<file path="config.mk">
export PLATFORM = sky130hd
export DESIGN_NAME = segment_driver
export DESIGN_NICKNAME = d
export VERILOG_FILES = /design/src/rtl/segment_driver.sv
export SDC_FILE = /design/constraint.sdc
export NUM_CORES = 1
export LEC_CHECK = 0
export CAP_MARGIN = 20
export CORE_UTILIZATION = 39
export DETAILED_ROUTE_END_ITERATION = 12
export GPL_ROUTABILITY_DRIVEN = 0
export HOLD_SLACK_MARGIN = 0.12
export PLACE_DENSITY = 0.58
export RECOVER_POWER = 100
export REMOVE_ABC_BUFFERS = 1
export SLEW_MARGIN = 30
export SYNTH_ARGS = -nofsm -noshare
export SYNTH_HDL_FRONTEND = slang
export SYNTH_SLANG_ARGS = --single-unit
</file>
<file path="constraint.sdc">
create_clock -name i_clk -period 4.1 [get_ports i_clk]
set_clock_uncertainty 0.05 [all_clocks]
set_input_delay 0.82 -clock i_clk [delete_from_list [all_inputs] [get_ports i_clk]]
set_output_delay 0.82 -clock i_clk [all_outputs]
set_load 0.01 [all_outputs]
</file>
<file path="src/rtl/segment_driver.sv">
// Four-digit hex seven-segment driver with a shadow/active double buffer swapped at the frame boundary.
// Digit ghosting suppression and leading-zero blanking are both selectable by parameter.
module segment_driver #(
    parameter int unsigned BLANK_LZ    = 1,
    parameter int unsigned GHOST_BLANK = 1
) (
    input  logic        i_clk,
    input  logic        i_rst_n,
    input  logic [1:0]  i_ctrl,
    input  logic [15:0] i_data,
    input  logic [3:0]  i_dp,
    input  logic        i_load,
    output logic        o_busy,
    output logic [6:0]  o_seg,
    output logic        o_dp
);

    localparam logic [6:0] SEG_BLANK = 7'h7F;

    function automatic logic [6:0] hex_to_seg(input logic [3:0] nibble);
        case (nibble)
            4'h0:    hex_to_seg = 7'h40;
            4'h1:    hex_to_seg = 7'h79;
            4'h2:    hex_to_seg = 7'h24;
            4'h3:    hex_to_seg = 7'h30;
            4'h4:    hex_to_seg = 7'h19;
            4'h5:    hex_to_seg = 7'h12;
            4'h6:    hex_to_seg = 7'h02;
            4'h7:    hex_to_seg = 7'h78;
            4'h8:    hex_to_seg = 7'h00;
            4'h9:    hex_to_seg = 7'h10;
            4'hA:    hex_to_seg = 7'h08;
            4'hB:    hex_to_seg = 7'h03;
            4'hC:    hex_to_seg = 7'h46;
            4'hD:    hex_to_seg = 7'h21;
            4'hE:    hex_to_seg = 7'h06;
            4'hF:    hex_to_seg = 7'h0E;
            default: hex_to_seg = SEG_BLANK;
        endcase
    endfunction

    logic [15:0] shadow_data_r;
    logic [3:0]  shadow_dp_r;
    logic [15:0] active_data_r;
    logic [3:0]  active_dp_r;
    logic        pending_r;
    logic [1:0]  prev_ctrl_r;
    logic [6:0]  seg_r;
    logic        dp_r;

    logic        capture_s;
    logic        transfer_s;
    logic [3:0]  nibble_s;
    logic        digit_dp_s;
    logic [3:0]  digit_zero_s;
    logic [3:0]  upper_zero_s;
    logic        lz_blank_s;
    logic        ghost_s;
    logic [6:0]  seg_next_s;
    logic        dp_next_s;

    // Transfer only at the last digit of a frame so a frame never mixes old and new digits
    always_comb begin
        transfer_s = pending_r && (i_ctrl == 2'b11);
        capture_s  = i_load && !pending_r;
    end

    // Shadow capture and shadow-to-active transfer; a load while pending is dropped
    always_ff @(posedge i_clk or negedge i_rst_n) begin
        if (!i_rst_n) begin
            shadow_data_r <= 16'h0000;
            shadow_dp_r   <= 4'h0;
            active_data_r <= 16'h0000;
            active_dp_r   <= 4'h0;
            pending_r     <= 1'b0;
        end else if (transfer_s) begin
            active_data_r <= shadow_data_r;
            active_dp_r   <= shadow_dp_r;
            pending_r     <= 1'b0;
        end else if (capture_s) begin
            shadow_data_r <= i_data;
            shadow_dp_r   <= i_dp;
            pending_r     <= 1'b1;
        end else begin
            pending_r     <= pending_r;
        end
    end

    // Select the nibble and decimal point of the digit currently being scanned
    always_comb begin
        nibble_s   = 4'h0;
        digit_dp_s = 1'b0;
        case (i_ctrl)
            2'd0: begin
                nibble_s   = active_data_r[3:0];
                digit_dp_s = active_dp_r[0];
            end
            2'd1: begin
                nibble_s   = active_data_r[7:4];
                digit_dp_s = active_dp_r[1];
            end
            2'd2: begin
                nibble_s   = active_data_r[11:8];
                digit_dp_s = active_dp_r[2];
            end
            2'd3: begin
                nibble_s   = active_data_r[15:12];
                digit_dp_s = active_dp_r[3];
            end
            default: begin
                nibble_s   = 4'h0;
                digit_dp_s = 1'b0;
            end
        endcase
    end

    // A digit with a lit decimal point counts as significant for blanking purposes
    always_comb begin
        digit_zero_s[0] = (active_data_r[3:0]   == 4'h0) && !active_dp_r[0];
        digit_zero_s[1] = (active_data_r[7:4]   == 4'h0) && !active_dp_r[1];
        digit_zero_s[2] = (active_data_r[11:8]  == 4'h0) && !active_dp_r[2];
        digit_zero_s[3] = (active_data_r[15:12] == 4'h0) && !active_dp_r[3];
        upper_zero_s[3] = digit_zero_s[3];
        upper_zero_s[2] = digit_zero_s[3] && digit_zero_s[2];
        upper_zero_s[1] = digit_zero_s[3] && digit_zero_s[2] && digit_zero_s[1];
        upper_zero_s[0] = 1'b0;
    end

    // Leading-zero blank decision; the rightmost digit always shows a value
    always_comb begin
        lz_blank_s = 1'b0;
        if (BLANK_LZ != 32'd0) begin
            case (i_ctrl)
                2'd1:    lz_blank_s = upper_zero_s[1];
                2'd2:    lz_blank_s = upper_zero_s[2];
                2'd3:    lz_blank_s = upper_zero_s[3];
                default: lz_blank_s = 1'b0;
            endcase
        end else begin
            lz_blank_s = 1'b0;
        end
    end

    // Ghost blanking overrides everything else for the cycle after a digit change
    always_comb begin
        ghost_s    = (GHOST_BLANK != 32'd0) && (i_ctrl != prev_ctrl_r);
        seg_next_s = SEG_BLANK;
        dp_next_s  = 1'b1;
        if (ghost_s || lz_blank_s) begin
            seg_next_s = SEG_BLANK;
            dp_next_s  = 1'b1;
        end else begin
            seg_next_s = hex_to_seg(nibble_s);
            dp_next_s  = ~digit_dp_s;
        end
    end

    // Previous digit index for change detection
    always_ff @(posedge i_clk or negedge i_rst_n) begin
        if (!i_rst_n) begin
            prev_ctrl_r <= 2'b00;
        end else begin
            prev_ctrl_r <= i_ctrl;
        end
    end

    // Registered segment outputs, dark while in reset
    always_ff @(posedge i_clk or negedge i_rst_n) begin
        if (!i_rst_n) begin
            seg_r <= SEG_BLANK;
            dp_r  <= 1'b1;
        end else begin
            seg_r <= seg_next_s;
            dp_r  <= dp_next_s;
        end
    end

    assign o_busy = pending_r;
    assign o_seg  = seg_r;
    assign o_dp   = dp_r;

endmodule

</file>
==> out/metrics.cfg <==
[timing]
max_slew_margin_pct = -32.0
hold_viol_final = 0
post-route-period-util_pct = 78.0
setup_viol = 0
tightest_slew_ns = 1.98
fmax_mhz = 313
finalCriticalPeriod_ns = 3.20
tns_ns = 0
maxSlewViolCount = 37
rsz0062_at_grt = false
hold_ws_ns = 0.457

[cts]
cts_setup_buffers = 0
cts_tree = built
holdBufCountCts = 0
clock-sinks = 51
cts_max_path_buffers = 2
numCtsBuffers = 5
ctsResizeCount = 0
clkLatencyLatePin_ns = 0.30
clkTransAtPathRegs_ns = 0.08
htree_levels = 2
cts_root_buffer = clkbuf_8

[floorplanning]
ios = 34
start_util_pct = 40.6
dieArea_um2 = 6040
coreArea_um2 = 5510
die_x_um = 77.7
fp-row-count = 27
die_height_um = 77.7

[routing]
drt-initial-drc-count = 38
num_vias = 1350
via_per_inst = 5.13
dr.pass1.iters = 4
ant_nets = 0
wl_per_cell_um = 15.6
drc_errors = 0
wl_um = 4110

[synth]
netlist-cell-type-count = 28
synth_seq_area_share_pct = 57.5
synthTopCellsByCount = dfrtp_1, mux2_2, dfstp_2, ha_1
ys_top_cells_by_area = dfrtp_1, mux2_2, dfstp_2
synth-seq-cells = 51
yosysTopAreaCell = dfrtp_1
yosysTopAreaCellShare_pct = 48.1
synth_edf_count = 0
synth_ff_type = dfrtp_1
async_flop_share_pct = 100
synthCells = 155
yosysWarnings = 0
syn-mean-instance-area_um2 = 14.4
synth_area_um2 = 2240
yosysMostFrequentCell = dfrtp_1

[power]
cellPowerDensity_nw_per_um2 = 584
p_leak_nw = 1.10
ir_drop_uv = 228

[worst_setup_path]
crit_chain = dlygate4sd3_1, mux4_2, inv_1, ha_1, inv_1, mux4_2, nand2b_1
worstPathRequired_ns = 4.26
r2r_slack_ns = 2.02
r2r_end = o_seg[3]
path_class = in2reg
cp.arrival_ns = 3.36
max_stage_delay_ns = 0.91
critPathMaxFanout = 11
reg2reg_depth = 6
cp-end-kind = register
startpoint = i_ctrl[0]
worst_setup_path_start_kind = input pin
endpoint = o_seg[3]
timing.rr.start = active_data_r[9]
crit_path_top_delay_cell = dlygate4sd3_1

[grt]
grt_overflow_total = 0
grt_pass1_wl_um = 7170
grt_pass1_vias = 1492
antenna_found_initial = 0
grt_max_degree = 37
grtUsageTotal_pct = 15.5

[final_layout]
area_growth_pct = 22.2
antennaDiodeCount = 0
num-fill-cells = 483
drive_above_1_share_pct = 32.5
nNetsFinal = 222
final_cell_area_um2 = 2730

[run_status]
violations = capacitance limit, slew limit
status = complete, but fails checks

[run]
cap_viol_max_count = 1

[placement]
port_buffers = 33
dpl-instance-area_um2 = 2640
hpwl_um = 2940

[min_path]
hold_path_class = reg2reg

-- kinds of logic after synthesis --
group / Yosys count / synth area share [%]
fa+ha+maj: 6 / 3.36
compound gates: 15 / 4.42
mux: 49 / 27.0
xor+xnor: 2 / 0.784
simple gates: 20 / 4.42
buf+inv: 12 / 2.46
flops: 51 / 57.5
-- placed cells by master, fill, tap and decap left out --
| master | instances |
|---|---|
| clkbuf_8 | 5 |
| xnor2_1 | 2 |
| dfrtp_1 | 43 |
| o21ai_0 | 2 |
| nand2b_1 | 1 |
| o31ai_1 | 1 |
| mux2_2 | 41 |
| nand2_1 | 5 |
| nor3_1 | 3 |
| clkinvlp_4 | 1 |
| inv_1 | 5 |
| o221ai_1 | 4 |
| nor2b_1 | 2 |
| ha_1 | 6 |
| clkdlybuf4s50_1 | 20 |
| a31oi_1 | 1 |
| dlygate4sd3_1 | 12 |
| bufinv_16 | 1 |
| o21a_1 | 1 |
| mux2i_1 | 3 |
| nand3_1 | 2 |
| nand4_1 | 1 |
| nor4b_1 | 1 |
| a21oi_1 | 5 |
| clkbuf_1 | 4 |
| nor2_1 | 4 |
| dfstp_2 | 8 |
| o211ai_1 | 1 |
| or2_2 | 1 |
| mux4_2 | 5 |
-- layer usage --
| metal | vias to the layer above | global-route usage, % | routed length, µm |
|---|---|---|---|
| met1 | 686 | 18.8 | 1780 |
| met4 | 0 | 5.66 | 74 |
| met3 | 6 | 3.88 | 141 |
| li1 | 626 | - | - |
| met2 | 32 | 26.6 | 2120 |
| met5 | - | 0 | 0 |
-- worst min-delay path by stage --
stage                      start                 to  cells after the start
2_1_floorplan   active_data_r[0]   active_data_r[0]                      1
3_5_place_dp   shadow_data_r[10]  active_data_r[10]                      1
3_3_place_gp      shadow_dp_r[1]     active_dp_r[1]                      1
6_report        shadow_data_r[4]   active_data_r[4]                      1
5_1_grt        shadow_data_r[10]  active_data_r[10]                      1
4_1_cts        shadow_data_r[10]  active_data_r[10]                      1
-- where the power goes --
group / internal [W] / switching, W
Sequential: 0.000677 / 0.000100
Clock: 0.000178 / 0.000158
Combinational: 0.000267 / 0.000215
-- per-stage QoR --
stage | utilization, % | cells | total power [W] | worst slack [ns]
2_1_floorplan | - | 148 | 0.00109 | 1.71
3_3_place_gp | 47.9 | 256 | 0.00125 | 0.733
3_5_place_dp | 47.9 | 256 | 0.00128 | 0.665
4_1_cts | 49.8 | 263 | 0.00162 | 0.982
5_1_grt | 49.6 | 263 | 0.00169 | 0.798
6_report | 49.6 | 263 | 0.00160 | 0.901
-- worst max-delay path: cells and delay by family --
family                     cells  cell delay [ns]
buffers and inverters          3             1.13
muxes                          2             1.08
adders and majority gates      1             0.18
and+or+nand+nor                1             0.15
-- flip-flops by register name, indices dropped and copies added, names as in the netlist --
name,count
active_data_r,16
shadow_data_r,16
o_seg,7
active_dp_r,4
shadow_dp_r,4
prev_ctrl_r,2
o_busy,1
o_dp,1
-- cell type report --
cell class	instances	area, µm²	area share (%)
repair buffers	36	335	12.3
well taps	72	90.1	3.30
clock inverters	2	37.5	1.37
multi-input cells	92	895	32.8
inverters	5	18.8	0.687
clock buffers	5	68.8	2.52
flip-flops and latches	51	1290	47.1
Note: power is estimated with default switching activity, not from simulation.
